`src/rtl/fab_clk_pkg.sv`:
```
// Shared types and constants for the fabric clock/reset sequencer.
// Holds the sequencer state encoding, output widths and divider sizing helpers.
package fab_clk_pkg;

    localparam int EPOCH_W = 16;
    localparam int LOSS_W  = 8;

    typedef enum logic [1:0] {
        ST_RESET_HOLD = 2'd0,
        ST_WAIT_LOCK  = 2'd1,
        ST_STRETCH    = 2'd2,
        ST_RUN        = 2'd3
    } seq_state_e;

    // Integer ratio num/den, or 0 when the division is not exact.
    function automatic int div_ratio(input int num, input int den);
        if (den <= 0) return 0;
        if (num % den != 0) return 0;
        return num / den;
    endfunction

    function automatic int cnt_width(input int n);
        return (n > 1) ? $clog2(n) : 1;
    endfunction

endpackage

```
`src/rtl/fab_clk_sequencer_tick_divider.sv`:
```
// Event divider: emits a registered one-cycle pulse on every DIV-th enabled event.
// fire_o is the unregistered form of that pulse so a second divider can be cascaded in phase.
module tick_divider
    import fab_clk_pkg::*;
#(
    parameter int DIV = 2
) (
    input  logic clk_i,
    input  logic en_i,
    input  logic clr_i,
    output logic fire_o,
    output logic pulse_o
);

    localparam int CW = cnt_width(DIV);

    logic [CW-1:0] cnt_q;
    logic [CW-1:0] cnt_d;
    logic          pulse_q;
    logic          at_term;

    assign at_term = (cnt_q == CW'(DIV - 1));

    always_comb begin
        cnt_d  = cnt_q;
        fire_o = 1'b0;
        if (clr_i) begin
            cnt_d = '0;
        end else if (en_i) begin
            fire_o = at_term;
            cnt_d  = at_term ? '0 : cnt_q + 1'b1;
        end
    end

    always_ff @(posedge clk_i) begin
        cnt_q   <= cnt_d;
        pulse_q <= fire_o;
    end

    assign pulse_o = pulse_q;

endmodule

```
`src/rtl/fab_clk_sequencer.sv`:
```
// Fabric reset sequencer: waits for a trusted clock, stretches reset, then runs
// fast/slow control-loop ticks and an epoch counter.
module fab_clk_sequencer
    import fab_clk_pkg::*;
#(
    parameter int CLK_HZ      = 100000000,
    parameter int FAST_HZ     = 1000,
    parameter int SLOW_HZ     = 100,
    parameter int HOLD_CYCLES = 1024,
    parameter int LOCK_BYPASS = 1
) (
    input  logic               FAB_CLK,
    input  logic               FAB_RESET,
    input  logic               FAB_LOCK,
    output logic               SYS_RESET,
    output logic               READY,
    output logic               TICK_FAST,
    output logic               TICK_SLOW,
    output logic [EPOCH_W-1:0] EPOCH,
    output logic [LOSS_W-1:0]  LOCK_LOSS_CNT
);

    localparam int N  = div_ratio(CLK_HZ, FAST_HZ);
    localparam int R  = div_ratio(FAST_HZ, SLOW_HZ);
    localparam int SW = cnt_width(HOLD_CYCLES);

    if (N < 2) begin : g_bad_fast
        $error("CLK_HZ/FAST_HZ must be an integer >= 2");
    end
    if (R < 1) begin : g_bad_slow
        $error("FAST_HZ/SLOW_HZ must be an integer >= 1");
    end
    if (HOLD_CYCLES < 1) begin : g_bad_hold
        $error("HOLD_CYCLES must be >= 1");
    end

    seq_state_e         state_q, state_d;
    logic [SW-1:0]      stretch_q, stretch_d;
    logic [1:0]         sync_q;
    logic               lock_s;
    logic               loss_inc;
    logic               run_d;
    logic               fast_fire, slow_fire;
    logic               sys_reset_q, ready_q;
    logic [EPOCH_W-1:0] epoch_q;
    logic [LOSS_W-1:0]  loss_q;

    always_ff @(posedge FAB_CLK) begin
        if (FAB_RESET) sync_q <= '0;
        else           sync_q <= {sync_q[0], FAB_LOCK};
    end

    // A bypassed CCC runs unlocked from RCOSC, so its lock output carries no information.
    assign lock_s = (LOCK_BYPASS != 0) ? 1'b1 : sync_q[1];

    always_comb begin
        state_d   = state_q;
        stretch_d = stretch_q;
        loss_inc  = 1'b0;
        if (FAB_RESET) begin
            state_d   = ST_RESET_HOLD;
            stretch_d = '0;
        end else begin
            case (state_q)
                ST_RESET_HOLD: begin
                    state_d   = ST_WAIT_LOCK;
                    stretch_d = '0;
                end
                ST_WAIT_LOCK: begin
                    stretch_d = '0;
                    if (lock_s) state_d = ST_STRETCH;
                end
                ST_STRETCH: begin
                    // Losing lock takes priority over completing the stretch.
                    if (!lock_s) begin
                        state_d   = ST_WAIT_LOCK;
                        stretch_d = '0;
                        loss_inc  = 1'b1;
                    end else if (stretch_q == SW'(HOLD_CYCLES - 1)) begin
                        state_d   = ST_RUN;
                        stretch_d = '0;
                    end else begin
                        stretch_d = stretch_q + 1'b1;
                    end
                end
                ST_RUN: begin
                    if (!lock_s) begin
                        state_d  = ST_WAIT_LOCK;
                        loss_inc = 1'b1;
                    end
                end
                default: state_d = ST_RESET_HOLD;
            endcase
        end
    end

    assign run_d = (state_d == ST_RUN);

    always_ff @(posedge FAB_CLK) begin
        if (FAB_RESET) begin
            state_q     <= ST_RESET_HOLD;
            stretch_q   <= '0;
            sys_reset_q <= 1'b1;
            ready_q     <= 1'b0;
            epoch_q     <= '0;
            loss_q      <= '0;
        end else begin
            state_q     <= state_d;
            stretch_q   <= stretch_d;
            sys_reset_q <= !run_d;
            ready_q     <= run_d;
            if (loss_inc && loss_q != '1) loss_q <= loss_q + 1'b1;
            if (!run_d)         epoch_q <= '0;
            else if (slow_fire) epoch_q <= epoch_q + 1'b1;
        end
    end

    // Dividers clear on the same edge the state leaves RUN, so no tick follows a lock drop.
    tick_divider #(.DIV(N)) u_fast_div (
        .clk_i   (FAB_CLK),
        .en_i    (run_d),
        .clr_i   (!run_d),
        .fire_o  (fast_fire),
        .pulse_o (TICK_FAST)
    );

    tick_divider #(.DIV(R)) u_slow_div (
        .clk_i   (FAB_CLK),
        .en_i    (fast_fire),
        .clr_i   (!run_d),
        .fire_o  (slow_fire),
        .pulse_o (TICK_SLOW)
    );

    assign SYS_RESET     = sys_reset_q;
    assign READY         = ready_q;
    assign EPOCH         = epoch_q;
    assign LOCK_LOSS_CNT = loss_q;

endmodule
```
`config.mk`:
```
export PLATFORM = sky130hd
export DESIGN_NAME = fab_clk_sequencer
export DESIGN_NICKNAME = d
export VERILOG_FILES = /design/src/rtl/fab_clk_pkg.sv /design/src/rtl/fab_clk_sequencer_tick_divider.sv /design/src/rtl/fab_clk_sequencer.sv
export SDC_FILE = /design/constraint.sdc
export NUM_CORES = 1
export LEC_CHECK = 0
export CAP_MARGIN = 20
export CORE_ASPECT_RATIO = 0.6
export CORE_MARGIN = 3
export CORE_UTILIZATION = 48
export CTS_CLUSTER_DIAMETER = 60
export DETAILED_ROUTE_END_ITERATION = 8
export PLACE_DENSITY_LB_ADDON = 0.08
export SYNTH_ARGS = -nofsm -noshare
export SYNTH_HDL_FRONTEND = slang
export SYNTH_SLANG_ARGS = --single-unit
```
`constraint.sdc`:
```
create_clock -name FAB_CLK -period 2.1 [get_ports FAB_CLK]
set_clock_uncertainty 0.1 [all_clocks]
set_input_delay 0.21 -clock FAB_CLK [delete_from_list [all_inputs] [get_ports FAB_CLK]]
set_output_delay 0.21 -clock FAB_CLK [all_outputs]
set_load 0.005 [all_outputs]
```
==> qor.yml <==
logic_synthesis:
  synth.distinct_cells: 42
  synth_top_area_cell: "dfxtp_1"
  ys_warn_count: 0
  synth_area_leaders: "dfxtp_1 42%, nor2_1 5.1%, xor2_1 4.5%, and4_1 4.2%, a21oi_1 3.8%"
  postSynthAreaPerCell_um2: 8.76
  async_flop_share_pct: 0
  synth_ff_type: "dfxtp_1"
  synth.top_cell.area_share_pct: 42.1
  synth-edff-count: 0
  synth-seq-area-share_pct: 42.1
  syn_area_mm2: 0.00252
  synthCells: 288
  synthTopCellsByCount: "53 x dfxtp_1, 34 x nor2_1, 19 x a21oi_1, 18 x nand3_1, 17 x o21ai_0"
  synth_most_common_cell: "dfxtp_1"
  ys_ff_latch: 53
clocking:
  cts_max_level: 2
  cts_tree: "built"
  cts.clk_slew.worst_paths_ns: 0.09
  cts_buffers: 5
  hold_buffers: 0
  cts-root-buf: "clkbuf_8"
  clock_sinks: 53
  clk-insertion-delay-late_ns: 0.30
  clock_path_buffers: 2
sta:
  post-route-min-period_ns: 1.96
  setup_tns_ns: 0
  hold_violations: 0
  fmax_mhz: 510
  worst_slack_ns: 0.139
  finalCritPeriodShare_pct: 93.4
  rsz0062_at_grt: "false"
  setup_viol: 0
  slew_violations: 0
worst_setup_path:
  required_ns: 2.20
  end_kind: "flop"
  crit_fanout: 36
  cp-start-kind: "flop"
  crit_type: "reg2reg"
  cp.arrival_ns: 2.06
floorplan:
  dieArea_mm2: 0.00619
  fp.dieH_um: 62.2
  core_area_mm2: 0.00480
  ios: 31
  die_w_um: 99.6
  initial_utilization_pct: 52.5
  floorplan.rows: 19
drt:
  drt_iter0_drc: 153
  drc: 0
  wl_um: 5430
  wl_per_cell_um: 14.3
  viasPerCell: 5.70
  drtAntennaViolNets: 0
  dr_total_vias: 2165
  drtPass1Iterations: 4
global_route:
  grtUsageMet3_pct: 4.59
  grt.busiest_layer: "met1"
  track_usage_pct: 18.8
  grt_overflow: 0
  grt_pass1_vias: 2036
  antenna_found_initial: 0
  grt_max_degree: 37
  use_met2_pct: 26.0
  grt_use_met1_pct: 28.8
  grt_pass1_wl_um: 9740
finish:
  finalNetCount: 322
  drive_gt1_share_pct: 11.0
  diodes: 0
  synthToLayoutAreaGrowth_pct: 16.2
run:
  cap_viol_max_count: 0
placed_design:
  dp_worst_setup_slack_ns: 0.0209
  gp_congestion: 0.845
  dp_hpwl_um: 3850
  io_buffers: 21
power:
  cellLeakagePower_nw: 0.988
  cellPowerDensity_mw_per_mm2: 559
  ir_worst_vdd_mv: 0.298
outcome:
  status: "completed"
hold_path:
  hold_class: "reg2reg"
where the power goes:
| part | internal, mW | switching [mW] | leakage [nW] |
|---|---|---|---|
| combinational | 0.0240 | 0.0376 | 0.513 |
| clock | 0.232 | 0.325 | 0.0450 |
| sequential | 1.01 | 0.00764 | 0.429 |
| total | 1.27 | 0.370 | 0.988 |
flip-flops by register name (all words and copies together) (netlist names):
signal and flops:
EPOCH 16, u_fast_div.cnt_q 17, u_slow_div.cnt_q 4, stretch_q 10, READY 1, u_slow_div.pulse_o 1, SYS_RESET 1, state_q 2
u_fast_div.pulse_o 1
layout by cell type, fill, tap and decap left out, types with 5 or more instances in the layout:
cell and n:
nor3_1 5, xor2_1 13, a21oi_1 19, nand3_1 18
nor2_1 34, buf_4 12, conb_1 8, clkbuf_8 5
nand4_1 9, or4_1 8, xnor2_1 5, inv_1 7
clkdlybuf4s50_1 21, nand2_1 14, and4_1 11, o31ai_1 6
dfxtp_1 49, o21ai_0 17, or3_1 9
path summary, 6_finish.rpt:
path / start / to / slack, ns / cells after the start
worst max-delay path: u_fast_div.cnt_q[0] / EPOCH[15] / 0.14 / 6
worst max register to register: u_fast_div.cnt_q[0] / EPOCH[15] / 0.14 / 6
worst min register to register: u_fast_div.cnt_q[0] / u_fast_div.cnt_q[0] / 0.35 / 1
worst min-delay path: u_fast_div.cnt_q[0] / u_fast_div.cnt_q[0] / 0.35 / 1
cell type report:
class / instances / area [um2]
inverters: 8 / 32.5
clock inverters: 2 / 10.0
multi-input cells: 214 / 1350
fillers: 441 / 1870
well taps: 63 / 78.8
repair buffers: 34 / 320
clock buffers: 6 / 72.6
flip-flops and latches: 53 / 1070
stage by stage:
step / instance area, um2 / total power, mW / hold WS, ns / std cells / utilization [%]
2_1_floorplan: 2550 / 1.09 / 0.182 / 295 / -
3_3_place_gp: 2820 / 1.10 / 0.342 / 371 / 58.7
3_5_place_dp: 2820 / 1.10 / 0.372 / 371 / 58.7
4_1_cts: 2900 / 1.66 / 0.394 / 379 / 60.4
5_1_grt: 2930 / 1.72 / 0.378 / 380 / 61.0
6_report: 2930 / 1.64 / 0.351 / 380 / 61.0
critical path, cell delays in order (launching register included):
cell and delay (ns):
dfxtp_2 0.36, ha_2 0.21, and4_4 0.26, nand4_4 0.11
buf_12 0.19, nor4_4 0.27, mux2_2 0.35
cells by family after synthesis:
| logic type | synth area share (%) |
|---|---|
| and+or+nand+nor | 31.4 |
| DFF | 42.1 |
| AOI/OAI and AO/OA | 10.9 |
| buffers and inverters | 5.95 |
| xor gates and xnor gates | 6.25 |
| muxes | 1.74 |
| adders and majority gates | 1.49 |
| other | 0.149 |
timing repair:
item | in CTS | in global routing
buffers inserted | 0 | 1
setup endpoints to repair | 0 | 35
resized for setup | 0 | 9
endpoints found under the hold margin | 0 | 0
routing by layer:
metal | part of all wire (%) | vias up | routed length (um)
li1 | - | 1082 | -
met1 | 52 | 1023 | 2850
met2 | 41 | 54 | 2220
met3 | 5.8 | 6 | 313
met4 | 0.88 | 0 | 48
met5 | 0 | - | 0
No activity file was read; power rests on OpenSTA's default activity.
